### config.mk
export PLATFORM = sky130hd
export DESIGN_NAME = binary_search_ctrl
export DESIGN_NICKNAME = d
export VERILOG_FILES = /design/src/rtl/search_pkg.sv /design/src/rtl/search_bounds.sv /design/src/rtl/binary_search_ctrl.sv
export SDC_FILE = /design/constraint.sdc
export NUM_CORES = 1
export LEC_CHECK = 0
export CAP_MARGIN = 20
export CORE_UTILIZATION = 45
export DETAILED_ROUTE_END_ITERATION = 12
export HOLD_SLACK_MARGIN = 0.06
export PLACE_DENSITY = 0.68
export SLEW_MARGIN = 40
export SYNTH_ARGS = -nofsm -noshare
export SYNTH_HDL_FRONTEND = slang
export SYNTH_SLANG_ARGS = --single-unit
### constraint.sdc
create_clock -name Clk -period 7.6 [get_ports Clk]
set_input_delay 1.14 -clock Clk [delete_from_list [all_inputs] [get_ports Clk]]
set_output_delay 1.14 -clock Clk [all_outputs]
set_load 0.005 [all_outputs]
### src/rtl/search_pkg.sv
// search_pkg -- shared definitions for the binary search controller.
//   state_t      : FSM state encoding (IDLE, SEARCH, DONE, ERR)
//   iter_width() : width of the compare counter for a given data width
//   ITER_W       : counter width for the default 32-bit data path
package search_pkg;

    typedef enum logic [1:0] {
        ST_IDLE   = 2'd0,
        ST_SEARCH = 2'd1,
        ST_DONE   = 2'd2,
        ST_ERR    = 2'd3
    } state_t;

    localparam int unsigned DATAWIDTH_DEFAULT = 32;

    // The counter must hold DATAWIDTH+1, the worst-case number of compares.
    function automatic int unsigned iter_width(input int unsigned dw);
        return $clog2(dw + 2);
    endfunction

    localparam int unsigned ITER_W = iter_width(DATAWIDTH_DEFAULT);

endpackage

### src/rtl/search_bounds.sv
// search_bounds -- low/high bound registers and midpoint probe generation.
//   Clk, Rst  : clock, asynchronous active-high reset (clears both bounds)
//   init      : load the full range low=0, high=all-ones
//   active    : probe is driven only while active, otherwise 0
//   dec_high  : high <= probe-1 (key is below the probe)
//   inc_low   : low  <= probe+1 (key is above the probe)
//   probe     : low + ((high-low)>>1) when active
//   at_low    : midpoint equals low  (no room left below)
//   at_high   : midpoint equals high (no room left above)
module search_bounds #(
    parameter int unsigned DATAWIDTH = 32
) (
    input  logic                 Clk,
    input  logic                 Rst,
    input  logic                 init,
    input  logic                 active,
    input  logic                 dec_high,
    input  logic                 inc_low,
    output logic [DATAWIDTH-1:0] probe,
    output logic                 at_low,
    output logic                 at_high
);

    localparam logic [DATAWIDTH-1:0] ONE = DATAWIDTH'(1);

    logic [DATAWIDTH-1:0] low;
    logic [DATAWIDTH-1:0] high;
    logic [DATAWIDTH-1:0] mid;

    // high >= low holds throughout a search, so the difference form never
    // overflows the way (low+high)>>1 would.
    always_comb begin
        mid     = low + ((high - low) >> 1);
        probe   = active ? mid : '0;
        at_low  = (mid == low);
        at_high = (mid == high);
    end

    always_ff @(posedge Clk or posedge Rst) begin
        if (Rst) begin
            low  <= '0;
            high <= '0;
        end else if (init) begin
            low  <= '0;
            high <= '1;
        end else begin
            if (dec_high) high <= mid - ONE;
            if (inc_low)  low  <= mid + ONE;
        end
    end

endmodule

### src/rtl/binary_search_ctrl.sv
// binary_search_ctrl -- drives an external comparator to locate a key by
// successive halving of the range 0..2^DATAWIDTH-1, one compare per cycle.
//   Clk, Rst   : clock, asynchronous active-high reset
//   start      : request a search (sampled in IDLE, DONE and ERR)
//   probe      : value presented to the comparator a-input (0 outside SEARCH)
//   gt, lt, eq : comparator flags for probe vs key
//   busy       : high while searching
//   done       : one-cycle pulse when the key is found
//   result     : matched key, held until the next accepted start
//   iters      : compares used for the match, held with result
//   err        : inconsistent comparator flags, exhausted range or
//                compare limit reached; held until start or reset
module binary_search_ctrl
    import search_pkg::*;
#(
    parameter int unsigned DATAWIDTH = DATAWIDTH_DEFAULT
) (
    input  logic                             Clk,
    input  logic                             Rst,
    input  logic                             start,
    output logic [DATAWIDTH-1:0]             probe,
    input  logic                             gt,
    input  logic                             lt,
    input  logic                             eq,
    output logic                             busy,
    output logic                             done,
    output logic [DATAWIDTH-1:0]             result,
    output logic [iter_width(DATAWIDTH)-1:0] iters,
    output logic                             err
);

    localparam int unsigned    IW       = iter_width(DATAWIDTH);
    localparam logic [IW-1:0]  ITER_MAX = IW'(DATAWIDTH + 1);

    state_t        state;
    logic [IW-1:0] count;
    logic [IW-1:0] count_nxt;
    logic          in_search;
    logic          one_hot;
    logic          at_low;
    logic          at_high;
    logic          bnd_init;
    logic          bnd_dec;
    logic          bnd_inc;
    logic          step_err;

    always_comb begin
        in_search = (state == ST_SEARCH);
        one_hot   = $onehot({gt, lt, eq});
        bnd_init  = !in_search && start;
        bnd_dec   = in_search && one_hot && gt && !at_low;
        bnd_inc   = in_search && one_hot && lt && !at_high;
        count_nxt = count + IW'(1);
        // Only evaluated when the compare is not a clean match.
        step_err  = !one_hot || (gt && at_low) || (lt && at_high) ||
                    (count_nxt == ITER_MAX);
    end

    search_bounds #(
        .DATAWIDTH (DATAWIDTH)
    ) u_bounds (
        .Clk      (Clk),
        .Rst      (Rst),
        .init     (bnd_init),
        .active   (in_search),
        .dec_high (bnd_dec),
        .inc_low  (bnd_inc),
        .probe    (probe),
        .at_low   (at_low),
        .at_high  (at_high)
    );

    always_ff @(posedge Clk or posedge Rst) begin
        if (Rst) begin
            state  <= ST_IDLE;
            count  <= '0;
            busy   <= 1'b0;
            done   <= 1'b0;
            err    <= 1'b0;
            result <= '0;
            iters  <= '0;
        end else begin
            done <= 1'b0;
            case (state)
                ST_IDLE, ST_DONE, ST_ERR: begin
                    if (start) begin
                        state  <= ST_SEARCH;
                        count  <= '0;
                        busy   <= 1'b1;
                        err    <= 1'b0;
                        result <= '0;
                        iters  <= '0;
                    end else if (state == ST_DONE) begin
                        state <= ST_IDLE;
                    end
                end
                ST_SEARCH: begin
                    count <= count_nxt;
                    if (one_hot && eq) begin
                        state  <= ST_DONE;
                        busy   <= 1'b0;
                        done   <= 1'b1;
                        result <= probe;
                        iters  <= count_nxt;
                    end else if (step_err) begin
                        state <= ST_ERR;
                        busy  <= 1'b0;
                        err   <= 1'b1;
                    end
                end
                default: begin
                    state <= ST_IDLE;
                    busy  <= 1'b0;
                end
            endcase
        end
    end

endmodule

==> run_results.csv <==
group,metric,value,unit
global_routing,grt-ovfl-total,0,
placement,hpwl,32.0,mm
layout,instances_no_fill,1824,
timing,whs,0.476,ns
global_routing,grt_max_degree,67,
drt,vias,11400,
floorplanning,io_pins,79,
synthesis,syn_avg_cell_area,8.11,µm²
placement,placed_area,12700,µm²
placement,portBuffers,78,
timing,worst_pin_slew,0.817,ns
clock_network,cts_num_sinks,113,
layout,syn2layout_area_growth,18.5,%
clock_network,clockBufferDepth,2,
layout,n_antenna_cell,0,
clock_network,holdBufCountCts,0,
floorplanning,rows,57,
layout,fillers,2304,
worst_setup_path,ff2ff_path_depth,24,
synthesis,muxShareOfSynthArea,5.27,%
layout,fin_area,13500,µm²
drt,ant_nets,0,
run_status,status,"finished clean",
floorplanning,start_util,46.3,%
clock_network,path_clk_slew,0.06,ns
synthesis,synth-xor-area-share,14.6,%
worst_hold_path,min_path_type,"flop to flop",
global_routing,grt_antenna_before_repair,0,
synthesis,synth_compound_area_share,20.5,%
floorplanning,die_x,161,µm
timing,period_share,97.1,%
worst_hold_path,holdPathStages,2,
synthesis,synth-simple-area-share,22.2,%
worst_setup_path,crit_type,"flop to output port",
drt,drt_iter0_markers,1323,
worst_setup_path,critPathLaunchType,"flop",
synthesis,async_flop_share,100,%
clock_network,cts.htree.levels,4,
worst_setup_path,critPathMaxFanout,9,
placement,routabilityCongestion,1.04,
global_routing,grt_pass1_wl,64.5,mm
clock_network,clkLatencyLatePin,0.43,ns
flow_run,maxCapViolations,0,
timing,fmax,0.136,GHz
worst_setup_path,endpoint_kind,"output port",
synthesis,ys_seq_area_share,24.8,%
clock_network,cts_made_buffers,17,
clock_network,cts_tree,"built",
timing,slew_headroom,45.1,%
floorplanning,die_area,26000,µm²
synthesis,syn_nets,1478,
synthesis,syn_area,11400,µm²
layout,multi_input_area,8190,µm²
timing,finalHoldViolations,0,
global_routing,grt_pass1_vias,11000,
drt,first_pass_iters,5,
timing,finalSetupViolations,0,
synthesis,synth.distinct_cells,91,
drt,drc,0,
synthesis,ys.warnings.count,0,
synthesis,ys_ff_latch,113,
worst_setup_path,critPathArrivalTime,6.24,ns
timing,fin_skew,0.0182,ns
layout,regArea,2830,µm²
placement,dp.cells,1790,
layout,nets,1561,
drt,routedWlPerCell,22.6,µm
floorplanning,core,24600,µm²
floorplanning,dieHeight,161,µm
synthesis,synth_cells,1404,
synthesis,synth_top_family_by_area,"simple AND/OR/NAND/NOR gates",
drt,via_per_inst,6.27,
global_routing,grt_use_total,32.4,%
timing,rsz0062_at_grt,"true",
synthesis,synth_edf_count,0,
synthesis,synth_fa_ha_area_share,7.67,%
synthesis,synth_ff_type,"dfrtp_1",
drt,finalWirelength,41.3,mm
worst_setup_path,critical_path_required,6.46,ns
timing,period_minus_slack,7.38,ns
layout,drive_above_1_share,11.4,%
timing,slew_violations,0,
clock_network,root_buffer,"clkbuf_16",
==> metrics by stage <==
stage | utilization, % | TNS [ns] | worst slack [ns]
2_1_floorplan | - | 0 | 1.06
3_3_place_gp | 51.5 | 0 | 0.351
3_5_place_dp | 51.7 | 0 | 0.235
4_1_cts | 54.3 | 0 | 0.0297
5_1_grt | 54.9 | -0.104 | -0.0545
6_report | 54.9 | 0 | 0.222
==> cell families after synthesis <==
family,count (synthesis)
compound gates,352
xor+xnor,169
fa+ha+maj,68
buf+inv,137
flops,113
mux,58
simple gates,507
==> cell usage after synthesis (all sizes together) (42+ instances only) <==
master | count | share of area (%)
inv | 64 | 2.1
xnor2 | 117 | 9.0
nor2 | 129 | 4.3
dfrtp | 113 | 25
o21ai | 77 | 3.4
nand3 | 62 | 2.7
nor3 | 43 | 1.9
mux2i | 42 | 3.7
nand2 | 128 | 4.3
ha | 65 | 7.1
a21oi | 91 | 4.0
clkbuf | 48 | 1.6
==> layout by cell type (no fill, tap or decap), drive strengths merged, types with 15 or more instances in the layout <==
cell | Yosys | routed
a211oi | 25 | 25
a21o | 30 | 30
a21oi | 91 | 91
buf | 25 | 59
clkbuf | 48 | 17
clkdlybuf4s50 | 0 | 78
dfrtp | 113 | 113
ha | 65 | 65
inv | 64 | 73
mux2 | 16 | 16
mux2i | 42 | 42
nand2 | 128 | 128
nand3 | 62 | 62
nand4 | 32 | 32
nor2 | 129 | 129
nor3 | 43 | 43
nor4 | 25 | 25
o211ai | 15 | 15
o21ai | 77 | 77
o31ai | 19 | 19
xnor2 | 117 | 117
xor2 | 41 | 41
==> state kept, by name (all words and copies together), names as in the netlist <==
name	flops
iters	6
done	1
u_bounds.high	32
state	2
err	1
u_bounds.low	32
busy	1
result	32
count	6
==> repair_timing <==
item,in CTS,in global routing
resized for setup,10,28
pin swaps,1,4
buffers inserted,1,1
setup endpoints to repair,4,34
==> area by class of cell <==
class,count,share of cell area [%]
tap,324,3.00
clock buffer,17,3.15
inverter,64,1.80
clock inverter,15,1.26
sequential,113,20.9
multi-input combinational,1154,60.6
timing repair buffer,137,9.20
==> worst paths after layout <==
kind	slack (ns)	from	endpoint
min in group asynchronous	1.19	Rst	result[2]$_DFFE_PP0P_
max in group asynchronous	5.30	Rst	iters[1]$_DFFE_PP0P_
worst min register to register	0.48	iters[5]$_DFFE_PP0P_	iters[5]$_DFFE_PP0P_
worst min-delay path	0.48	iters[5]$_DFFE_PP0P_	iters[5]$_DFFE_PP0P_
worst max-delay path	0.22	u_bounds.high[0]$_DFFE_PP0P_	probe[26]
worst max register to register	0.43	u_bounds.high[0]$_DFFE_PP0P_	u_bounds.high[19]$_DFFE_PP0P_
==> critical path, stage by stage, from the launching register on <==
cell	delay, ns
dfrtp_1	0.40
nand2b_1	0.19
fa_1	0.46
a21o_1	0.20
a21oi_2	0.18
o21bai_1	0.10
a41o_1	0.30
a41o_1	0.28
o41a_1	0.44
a211oi_2	0.24
buf_4	0.16
o21ai_1	0.11
xor2_1	0.17
ha_1	0.44
a21o_1	0.25
o21bai_1	0.20
nor4_1	0.21
a21boi_1	0.28
a21o_1	0.29
xor2_1	0.33
nor2_1	0.09
clkdlybuf4s50_1	0.48
==> layer usage <==
metal	vias up	wire length [µm]	track usage [%]	part of all wire [%]
li1	5244	-	-	-
met1	5534	18300	46.8	44
met5	-	0	0.758	0
met2	582	17900	48.7	43
met3	68	3880	5.26	9.4
met4	0	1200	11.0	2.9
Power is left out: the tool's default activity adds up to more than one toggle a clock period on the data nets, which glitch-free logic cannot reach.
